## config.mk

```make
export PLATFORM = sky130hd
export DESIGN_NAME = uart_rx_flat
export DESIGN_NICKNAME = d
export VERILOG_FILES = /design/src/rtl/uart_rx_pkg.sv /design/src/rtl/uart_rx_if.sv /design/src/rtl/uart_rx_sampler.sv /design/src/rtl/uart_rx.sv /design/src/flat_wrapper.sv
export SDC_FILE = /design/constraint.sdc
export NUM_CORES = 1
export LEC_CHECK = 0
export BUFFER_PORTS_ARGS = -buffer_cell sky130_fd_sc_hd__buf_2
export CAP_MARGIN = 10
export CORE_ASPECT_RATIO = 0.9
export CORE_MARGIN = 3
export CORE_UTILIZATION = 57
export CTS_CLUSTER_DIAMETER = 80
export CTS_CLUSTER_SIZE = 20
export DETAILED_ROUTE_END_ITERATION = 10
export HOLD_SLACK_MARGIN = 0.03
export PLACE_DENSITY = 0.76
export REMOVE_ABC_BUFFERS = 1
export SLEW_MARGIN = 20
export SYNTH_ARGS = -nofsm -noshare
export SYNTH_HDL_FRONTEND = slang
export SYNTH_HIERARCHICAL = 1
export SYNTH_SLANG_ARGS = --single-unit
```

## constraint.sdc

```tcl
create_clock -name CLK -period 2.1 [get_ports CLK]
set_input_delay 0.105 -clock CLK [delete_from_list [all_inputs] [get_ports CLK]]
set_output_delay 0.105 -clock CLK [all_outputs]
set_load 0.01 [all_outputs]
```

## src/rtl/uart_rx_pkg.sv

```systemverilog
// Shared types and constants for the UART receiver.
// With UART_RX_MAJORITY_EN defined the decision point moves one cycle later.
package uart_rx_pkg;

  typedef enum logic [2:0] {
    IDLE,
    START,
    DATA,
    PARITY,
    STOP
  } state_t;

  localparam int OVERSAMPLE_DEF = 8;
  localparam int DATA_W_DEF     = 8;

  function automatic int cnt_w(input int n);
    return (n > 1) ? $clog2(n) : 1;
  endfunction

  function automatic int sample_mid(input int os);
    return os / 2;
  endfunction

  // Cycle within a bit at which the bit value is final.
  function automatic int decision_pt(input int os);
`ifdef UART_RX_MAJORITY_EN
    return os / 2 + 1;
`else
    return os / 2;
`endif
  endfunction

endpackage

```

## src/rtl/uart_rx_if.sv

```systemverilog
// Pad-side line, frame configuration and system-side result of the UART receiver.
// slave is the receiver's view, master the driver/consumer's view.
interface uart_rx_if
  import uart_rx_pkg::*;
#(
  parameter int DATA_W = DATA_W_DEF
);

  logic              RX_IN;
  logic              PAR_EN;
  logic              PAR_TYP;
  logic [DATA_W-1:0] P_DATA;
  logic              DATA_VALID;
  logic              PAR_ERR;
  logic              STP_ERR;

  modport master (
    output RX_IN, PAR_EN, PAR_TYP,
    input  P_DATA, DATA_VALID, PAR_ERR, STP_ERR
  );

  modport slave (
    input  RX_IN, PAR_EN, PAR_TYP,
    output P_DATA, DATA_VALID, PAR_ERR, STP_ERR
  );

endinterface

```

## src/rtl/uart_rx_sampler.sv

```systemverilog
// Bit-timing counter and sample decision; combinational pulses, no backpressure.
// UART_RX_MAJORITY_EN selects 3-sample majority (decision one cycle after mid-bit).
module uart_rx_sampler
  import uart_rx_pkg::*;
#(
  parameter int OVERSAMPLE = OVERSAMPLE_DEF
)
(
  input  logic clk,
  input  logic rst,
  input  logic clr,
  input  logic en,
  input  logic rx_s,
  output logic sample_val,
  output logic sample_vld,
  output logic bit_end
);

  localparam int            EW   = cnt_w(OVERSAMPLE);
  localparam logic [EW-1:0] LAST = EW'(OVERSAMPLE - 1);
  localparam logic [EW-1:0] DEC  = EW'(decision_pt(OVERSAMPLE));

  logic [EW-1:0] edge_cnt;

  always_ff @(posedge clk) begin
    if (rst || clr) begin
      edge_cnt <= '0;
    end else if (en) begin
      edge_cnt <= (edge_cnt == LAST) ? '0 : edge_cnt + 1'b1;
    end
  end

  assign bit_end    = en && (edge_cnt == LAST);
  assign sample_vld = en && (edge_cnt == DEC);

`ifdef UART_RX_MAJORITY_EN
  localparam logic [EW-1:0] MID = EW'(sample_mid(OVERSAMPLE));

  logic s_early;
  logic s_mid;

  always_ff @(posedge clk) begin
    if (rst || clr) begin
      s_early <= 1'b1;
      s_mid   <= 1'b1;
    end else if (en) begin
      if (edge_cnt == MID - 1'b1) s_early <= rx_s;
      if (edge_cnt == MID)        s_mid   <= rx_s;
    end
  end

  // Third vote is the live sample at MID+1, the decision cycle.
  assign sample_val = (s_early & s_mid) | (s_early & rx_s) | (s_mid & rx_s);
`else
  assign sample_val = rx_s;
`endif

endmodule

```

## src/rtl/uart_rx.sv

```systemverilog
// UART receiver: sync, start validation, LSB-first data, optional parity, stop check.
// Strobes one cycle after the stop decision; no backpressure. Option: UART_RX_MAJORITY_EN.
module uart_rx
  import uart_rx_pkg::*;
#(
  parameter int OVERSAMPLE = OVERSAMPLE_DEF,
  parameter int DATA_W     = DATA_W_DEF
)
(
  input  logic CLK,
  input  logic RST,
  uart_rx_if.slave bus
);

  localparam int            BW       = cnt_w(DATA_W);
  localparam logic [BW-1:0] BIT_LAST = BW'(DATA_W - 1);

  logic              sync1;
  logic              rx_s;
  state_t            state, state_n;
  logic [BW-1:0]     bit_cnt, bit_cnt_n;
  logic [DATA_W-1:0] sr, sr_n;
  logic              par_en_q, par_en_n;
  logic              par_typ_q, par_typ_n;
  logic              par_fail, par_fail_n;
  logic [DATA_W-1:0] p_data, p_data_n;
  logic              data_valid, data_valid_n;
  logic              par_err, par_err_n;
  logic              stp_err, stp_err_n;
  logic              clr;
  logic              sample_val;
  logic              sample_vld;
  logic              bit_end;

  always_ff @(posedge CLK) begin
    if (RST) begin
      sync1 <= 1'b1;
      rx_s  <= 1'b1;
    end else begin
      sync1 <= bus.RX_IN;
      rx_s  <= sync1;
    end
  end

  uart_rx_sampler #(.OVERSAMPLE(OVERSAMPLE)) u_sampler (
    .clk        (CLK),
    .rst        (RST),
    .clr        (clr),
    .en         (state != IDLE),
    .rx_s       (rx_s),
    .sample_val (sample_val),
    .sample_vld (sample_vld),
    .bit_end    (bit_end)
  );

  always_ff @(posedge CLK) begin
    if (RST) begin
      state      <= IDLE;
      bit_cnt    <= '0;
      sr         <= '0;
      par_en_q   <= 1'b0;
      par_typ_q  <= 1'b0;
      par_fail   <= 1'b0;
      p_data     <= '0;
      data_valid <= 1'b0;
      par_err    <= 1'b0;
      stp_err    <= 1'b0;
    end else begin
      state      <= state_n;
      bit_cnt    <= bit_cnt_n;
      sr         <= sr_n;
      par_en_q   <= par_en_n;
      par_typ_q  <= par_typ_n;
      par_fail   <= par_fail_n;
      p_data     <= p_data_n;
      data_valid <= data_valid_n;
      par_err    <= par_err_n;
      stp_err    <= stp_err_n;
    end
  end

  always_comb begin
    state_n      = state;
    bit_cnt_n    = bit_cnt;
    sr_n         = sr;
    par_en_n     = par_en_q;
    par_typ_n    = par_typ_q;
    par_fail_n   = par_fail;
    p_data_n     = p_data;
    data_valid_n = 1'b0;
    par_err_n    = 1'b0;
    stp_err_n    = 1'b0;
    clr          = 1'b0;

    case (state)
      IDLE: begin
        if (!rx_s) begin
          state_n    = START;
          clr        = 1'b1;
          bit_cnt_n  = '0;
          par_fail_n = 1'b0;
          par_en_n   = bus.PAR_EN;
          par_typ_n  = bus.PAR_TYP;
        end
      end
      START: begin
        if (sample_vld && sample_val) begin
          state_n = IDLE;
        end else if (bit_end) begin
          state_n = DATA;
        end
      end
      DATA: begin
        if (sample_vld) sr_n[bit_cnt] = sample_val;
        if (bit_end) begin
          if (bit_cnt == BIT_LAST) begin
            state_n = par_en_q ? PARITY : STOP;
          end else begin
            bit_cnt_n = bit_cnt + 1'b1;
          end
        end
      end
      PARITY: begin
        if (sample_vld && (sample_val != ((^sr) ^ par_typ_q))) par_fail_n = 1'b1;
        if (bit_end) state_n = STOP;
      end
      STOP: begin
        // Leave at mid-stop so a back-to-back start edge is not missed.
        if (sample_vld) begin
          state_n   = IDLE;
          stp_err_n = !sample_val;
          par_err_n = par_fail;
          if (sample_val && !par_fail) begin
            data_valid_n = 1'b1;
            p_data_n     = sr;
          end
        end
      end
      default: state_n = IDLE;
    endcase
  end

  assign bus.P_DATA     = p_data;
  assign bus.DATA_VALID = data_valid;
  assign bus.PAR_ERR    = par_err;
  assign bus.STP_ERR    = stp_err;

endmodule

```

## src/flat_wrapper.sv

```systemverilog
// flat-port wrapper written by rule: the top's interface ports become plain ports
module uart_rx_flat import uart_rx_pkg::*;
#(
  parameter int OVERSAMPLE = OVERSAMPLE_DEF,
  parameter int DATA_W     = DATA_W_DEF
)
  (CLK, RST, bus_RX_IN, bus_PAR_EN, bus_PAR_TYP, bus_P_DATA, bus_DATA_VALID, bus_PAR_ERR, bus_STP_ERR);
  uart_rx_if #(.DATA_W(DATA_W)) bus_i ();
  input  logic CLK;
  input  logic RST;
  input wire logic [$bits(bus_i.RX_IN)-1:0] bus_RX_IN;
  input wire logic [$bits(bus_i.PAR_EN)-1:0] bus_PAR_EN;
  input wire logic [$bits(bus_i.PAR_TYP)-1:0] bus_PAR_TYP;
  output wire logic [$bits(bus_i.P_DATA)-1:0] bus_P_DATA;
  output wire logic [$bits(bus_i.DATA_VALID)-1:0] bus_DATA_VALID;
  output wire logic [$bits(bus_i.PAR_ERR)-1:0] bus_PAR_ERR;
  output wire logic [$bits(bus_i.STP_ERR)-1:0] bus_STP_ERR;
  assign bus_i.RX_IN = bus_RX_IN;
  assign bus_i.PAR_EN = bus_PAR_EN;
  assign bus_i.PAR_TYP = bus_PAR_TYP;
  assign bus_P_DATA = bus_i.P_DATA;
  assign bus_DATA_VALID = bus_i.DATA_VALID;
  assign bus_PAR_ERR = bus_i.PAR_ERR;
  assign bus_STP_ERR = bus_i.STP_ERR;
  uart_rx #(.OVERSAMPLE(OVERSAMPLE), .DATA_W(DATA_W)) u_core (.CLK(CLK), .RST(RST), .bus(bus_i));
endmodule
```

==> impl_results.md, run 1 <==
- Row count: 17
- Setup_tns: 0 ns
- Synth Area in Compound Gates: 0.0746
- Maximum clock frequency: 0.535 GHz
- Antenna Nets Post-Route: 0
- Sw Share: 0.225
- Initial core utilization: 0.632
- CP startpoint: u_core/state[0]
- Synthesized area: 0.00163 mm²
- Leakage: 0.810 nW
- Grt total ovfl: 0
- Worst Path Max Fanout: 9
- Sequential fraction of the synthesis area: 0.406
- Min-delay worst type: in -> reg
- N_diodes: 0
- Main area contributors after synthesis: dfxtp_1, mux2i_1, nor2_1, ha_1, xnor2_1
- Yosys warns: 6
- Die W: 62.3 µm
- Most used DFF post-synth: dfxtp_1
- Largest family of logic cells by synthesized area: simple AND/OR/NAND/NOR gates
- Die Area: 0.00353 mm²
- Minimum clock period: 1.87 ns
- Synth area leader: dfxtp_1
- I/O Buffers: 15
- Synth Register Bits: 33
- DR DRC count: 0
- Peak supply drop: 0.000527 V
- Num Clock Sinks: 33
- Sequential power share: 0.518
- Clock Power Share: 0.397
- Fin. Hold Viols: 0
- Area delta synth->final: 13.2%
- Largest net degree at the start of global routing: 34
- Layout cell share with drive strength beyond 1: 0.185
- Initial antenna violation count: 0
- Vias in the first global route: 1152
- Max clock buf depth: 2
- Sw Pwr: 0.280 mW
- HP Start: RST
- Total Routing Usage GR: 0.183
- Util after Layout: 0.716
- Core ar.: 0.00257 mm²
- DR vias: 1252
- First-pass GRT wire length: 5020 µm
- Worst Clk Skew: 0.0140 ns
- Period utilization: 0.890
- Layout Nets: 198
- Cell variety after synth: 41
- Internal Power: 0.965 mW
- CP Class: reg -> reg
- Gate power share: 0.084
- Estimated wirelength of the detail-placed design: 2020 µm
- Cells after Synth: 168
- Proportion of netlist area held by the largest area contributor: 0.406
- Reg clk slew, reported paths: 0.11 ns
- Syn_area_per_cell: 9.69 µm²
- Area share of and/or/nand/nor cells after synthesis: 0.266
- Total length of routed wires: 2910 µm
- Multi-input gate area: 892 µm²
- Mux contribution to synthesized area: 0.123
- Wire length per cell: 12.8 µm
- Worst path required time: 2.37 ns
- RSZ-0062 raised after global routing: false
- R2r startpoint: u_core/state[0]
- Worst-Margin Slew: 0.589 ns
- Power density over cell area: 676 mW/mm²
- Post-CTS Hold Buffers: 3
- Setup violators final: 0
- Max Cap Violations: 0
- Post-Synth Adder-Cell Area: 0.0384
- Boundary Pins: 16
- Vias per cell: 5.52
- Status: finished, final reports clean
- Post-CTS Setup Repair Bufs: 0
- R2R cell count: 7
- DR pass1 iterations: 4
- Max Transition Viols Final: 0
- CP Launch Type: flop
- H-tree depth: 2
- Post-CTS Resized: 0
- Fraction of registers with async set/reset: 0
- Die extent in y: 56.7 µm
- Slew headroom: 0.607
- Register area: 661 µm²
- Post-synth EDFFs: 0
- CTS tree: yes
- Synth Area in XOR/XNOR: 0.0461
- Clock latency on the worst-skew pair: 0.33 ns
- Critical Path AT: 2.14 ns
- Hold Path Stages: 2
- CP Capture Type: flop
- TritonCTS buffer count: 5
- GPL Wtd Cong: 0.832
- Root buffer cell: clkbuf_4
- Filler instances: 191
- Initial DRC Count: 40
[critical path: stages (launching register included)]
cell and delay (ns):
dfxtp_1 0.33, nor2_2 0.16, nand2_1 0.16, and3_1 0.21, buf_4 0.16, a311o_1 0.41, a21oi_1 0.18, and3_1 0.19
[placed cells by master (no fill, tap or decap), types with 5 or more instances in the layout]
cell	count
dfxtp_1	33
buf_4	5
xnor2_1	6
nor3_1	5
ha_1	5
clkbuf_4	5
a21oi_1	8
nor2_1	21
mux2i_1	20
nand2_1	11
nand2b_1	5
buf_2	15
[path summary, 6_finish.rpt]
| check | to | slack [ns] |
|---|---|---|
| min reg2reg | u_core/rx_s | 0.42 |
| max | u_core/state[0] | 0.23 |
| min | u_core/bus.P_DATA[7] | 0.25 |
| max reg2reg | u_core/state[0] | 0.23 |
[power groups by stage]
stage	logic, mW	registers [mW]	clock network, mW
detailed placement	0.0994	0.660	0
finish	0.105	0.646	0.495
global placement	0.0965	0.659	0
floorplan	0.0627	0.664	0
CTS	0.105	0.646	0.501
global route	0.117	0.648	0.537
[through the flow]
step / worst slack, ns / area [µm²] / hold slack (ns) / std cells / power [mW]
3_5_place_dp: 0.284 / 1730 / 0.296 / 216 / 0.759
2_1_floorplan: 0.0330 / 1570 / 0.170 / 158 / 0.727
6_report: 0.230 / 1840 / 0.247 / 227 / 1.25
3_3_place_gp: 0.342 / 1730 / 0.293 / 216 / 0.756
4_1_cts: 0.260 / 1840 / 0.245 / 227 / 1.25
5_1_grt: 0.124 / 1840 / 0.240 / 227 / 1.30
[area by class of cell]
cell class              count  area share
multi-input cells         121       0.484
inverters                   4     0.00815
clock inverters             1      0.0163
well taps                  38      0.0258
repair buffers             23      0.0774
clock buffers               7      0.0299
flip-flops and latches     33       0.358
[Yosys cell counts (2+ instances only)]
cell,number
nand2_1,11
nor3_1,5
nand2b_1,5
dfxtp_1,33
mux2i_1,20
o21ai_0,2
or2_2,2
inv_1,3
or2_0,2
clkbuf_1,4
nand4_1,4
and4bb_1,2
nor3b_1,4
or3b_1,3
and3_1,2
xnor2_1,6
buf_4,4
ha_1,5
a21oi_1,8
nand3b_1,2
nor2_1,21
[registers in the layout (all words and copies together), names as in the netlist]
| name | count |
|---|---|
| u_core/par_fail | 1 |
| u_core/bus.STP_ERR | 1 |
| u_core/par_en_q | 1 |
| u_core/state | 3 |
| u_core/sr | 8 |
| u_core/par_typ_q | 1 |
| u_core/sync1 | 1 |
| u_core/bit_cnt | 3 |
| u_core/bus.DATA_VALID | 1 |
| u_core/bus.PAR_ERR | 1 |
| u_core/rx_s | 1 |
| u_core/u_sampler/edge_cnt | 3 |
| u_core/bus.P_DATA | 8 |
[kinds of logic (layout without fill, tap and decap cells)]
kind of cell	after synthesis	count (layout)
buffers and inverters	14	35
adders and majority gates	5	5
AOI/OAI and AO/OA	18	18
DFF	33	33
and+or+nand+nor	71	71
xor gates and xnor gates	7	7
muxes	20	20
[per-layer routing]
metal / vias to the layer above / share of wire / global-route usage
li1: 627 / - / -
met1: 582 / 0.47 / 0.217
met2: 37 / 0.46 / 0.293
met3: 6 / 0.048 / 0.0800
met4: 0 / 0.020 / 0.0660
met5: - / 0 / 0
Power figures use the tool's default switching activity.
==> inputs of run 2 (changes only) <==
Settings changed: RECOVER_POWER set to 100.
==> run 2 against run 1 <==
Compared with the run above:
- worst setup slack improved by 0.0026 ns
- largest cell class unchanged
- critical path type unchanged
- die area unchanged
- final cell count unchanged
- critical endpoint unchanged
- sequential power barely moved
- sequential share of layout area is 0.52 points higher
- clock-buffer cell count unchanged
- register-to-register slack barely moved
- final area fell by 1.4%
==> impl_results.md, run 2 (synthesis results as in run 1) <==
- Status: finished, final reports clean (unchanged)
- Period utilization: 0.889 (was 0.890)
- Worst Path Max Fanout: 9 (unchanged)
- Initial core utilization: 0.632 (unchanged)
- Setup_tns: 0 ns (unchanged)
- Final std cells w/o fill: 227 (unchanged)
- First-pass GRT wire length: 5020 µm (unchanged)
- Largest net degree at the start of global routing: 34 (unchanged)
- Filler instances: 202 (was 191)
- Cell family with most CP delay: simple AND/OR/NAND/NOR gates (unchanged)
- DR DRC count: 0 (unchanged)
- Post-CTS Resized: 0 (unchanged)
- I/O Buffers: 15 (unchanged)
- CP Class: reg -> reg (unchanged)
- Util after Layout: 0.706 (was 0.716)
- Hold slack: 0.249 ns (was 0.247 ns)
- Setup violators final: 0 (unchanged)
- Critical Path AT: 2.13 ns (was 2.14 ns)
- RSZ-0062 raised after global routing: false (unchanged)
- Slew headroom: 0.480 (was 0.607)
- Peak supply drop: 0.000527 V (about the same)
- GPL Wtd Cong: 0.832 (unchanged)
- CP max-delay cell: a311o_1 (unchanged)
- CP Capture Type: flop (unchanged)
- Slowest Stage Delay on Critical Path: 0.41 ns (about the same)
- Max Cap Violations: 0 (unchanged)
- R2r startpoint: u_core/state[0] (unchanged)
- TritonCTS buffer count: 5 (unchanged)
- Vias in the first global route: 1152 (unchanged)
- Crit path buf inv count: 1 (unchanged)
- Maximum clock frequency: 0.536 GHz (was 0.535 GHz)
- Setup slack after placement: 0.284 ns (unchanged)
- DR pass1 iterations: 4 (unchanged)
- Worst path required time: 2.37 ns (about the same)
- N_diodes: 0 (unchanged)
- Fin. Hold Viols: 0 (unchanged)
- Reg clk slew, reported paths: 0.11 ns (about the same)
- Clock latency on the worst-skew pair: 0.33 ns (about the same)
- Critical Path, Cell by Cell: nor2_2 > nand2_1 > and3_1 > buf_4 > a311o_1 > a21oi_1 > and3_1 (unchanged)
- Area delta synth->final: 11.6% (was 13.2%)
- Commonest cells after routing, fill and taps aside: dfxtp_1, nor2_1, mux2i_1 (unchanged)
- Layout Nets: 198 (unchanged)
- Antenna Nets Post-Route: 0 (unchanged)
- Core ar.: 0.00257 mm² (unchanged)
- Wire length per cell: 13.0 µm (was 12.8 µm)
- CP startpoint: u_core/state[0] (unchanged)
- CTS tree: yes (unchanged)
- H-tree depth: 2 (unchanged)
- Worst-Margin Slew: 0.773 ns (was 0.589 ns)
- Leading cell type in the layout, fill and taps excluded: dfxtp_1 (unchanged)
- Boundary Pins: 16 (unchanged)
- Post-CTS Hold Buffers: 3 (unchanged)
- Power density over cell area: 684 mW/mm² (was 676 mW/mm²)
- Max clock buf depth: 2 (unchanged)
- Root buffer cell: clkbuf_4 (unchanged)
- Max Transition Viols Final: 0 (unchanged)
- Grt total ovfl: 0 (unchanged)
- Placed cells: 216 (unchanged)
- DR vias: 1259 (was 1252)
- Row count: 17 (unchanged)
- Setup WS post-layout: 0.233 ns (was 0.230 ns)
- Num Clock Sinks: 33 (unchanged)
- Total Routing Usage GR: 0.183 (unchanged)
- Post-CTS Setup Repair Bufs: 0 (unchanged)
- Minimum clock period: 1.87 ns (about the same)
- Estimated wirelength of the detail-placed design: 2020 µm (unchanged)
- Die W: 62.3 µm (unchanged)
- Die Area: 0.00353 mm² (unchanged)
- Die extent in y: 56.7 µm (unchanged)
- Worst Clk Skew: 0.0139 ns (was 0.0140 ns)
- Reg2reg setup slack: 0.23 ns (about the same)
- Initial DRC Count: 63 (was 40)
- Total length of routed wires: 2940 µm (was 2910 µm)
- CP Launch Type: flop (unchanged)
- HP Start: RST (unchanged)
- Most common cell on crit path: and3_1 (unchanged)
- Leakage: 0.755 nW (was 0.810 nW)
- Initial antenna violation count: 0 (unchanged)
- Layout cell share with drive strength beyond 1: 0.122 (was 0.185)
- Min-delay worst type: in -> reg (unchanged)
- Vias per cell: 5.55 (was 5.52)
==> run 2: final timing paths <==
kind	endpoint	depth (start not counted)
worst max-delay path	u_core/state[0]	7
worst max register to register	u_core/state[0]	7
worst min-delay path	u_core/bus.P_DATA[7]	2
worst min register to register	u_core/rx_s	1
==> run 2: metrics by stage <==
| stage | power, mW | cell area, µm² |
|---|---|---|
| 2_1_floorplan | 0.727 | 1570 |
| 3_3_place_gp | 0.756 | 1730 |
| 3_5_place_dp | 0.759 | 1730 |
| 4_1_cts | 1.25 | 1840 |
| 5_1_grt | 1.30 | 1820 |
| 6_report | 1.24 | 1820 |
==> run 2: cell type report <==
cell class | instances | area, µm² | share of cell area
clock buffer | 7 | 55.1 | 0.0303
clock inverter | 1 | 30.0 | 0.0165
inverter | 4 | 15.0 | 0.00826
multi-input combinational | 121 | 883 | 0.486
sequential | 33 | 661 | 0.364
tap | 38 | 47.5 | 0.0262
timing repair buffer | 23 | 125 | 0.0689
==> run 2: per-layer routing <==
layer / GRT usage / part of all wire / up-vias
met3: 0.0800 / 0.051 / 6
met2: 0.293 / 0.46 / 39
met1: 0.217 / 0.47 / 586
li1: - / - / 628
met5: 0 / 0 / -
met4: 0.0660 / 0.020 / 0
==> run 2: power by group <==
| part | total [mW] | switching [mW] | internal, mW |
|---|---|---|---|
| logic | 0.103 | 0.0580 | 0.0446 |
| registers | 0.645 | 0.0104 | 0.635 |
| clock network | 0.495 | 0.210 | 0.284 |
| total | 1.24 | 0.279 | 0.964 |
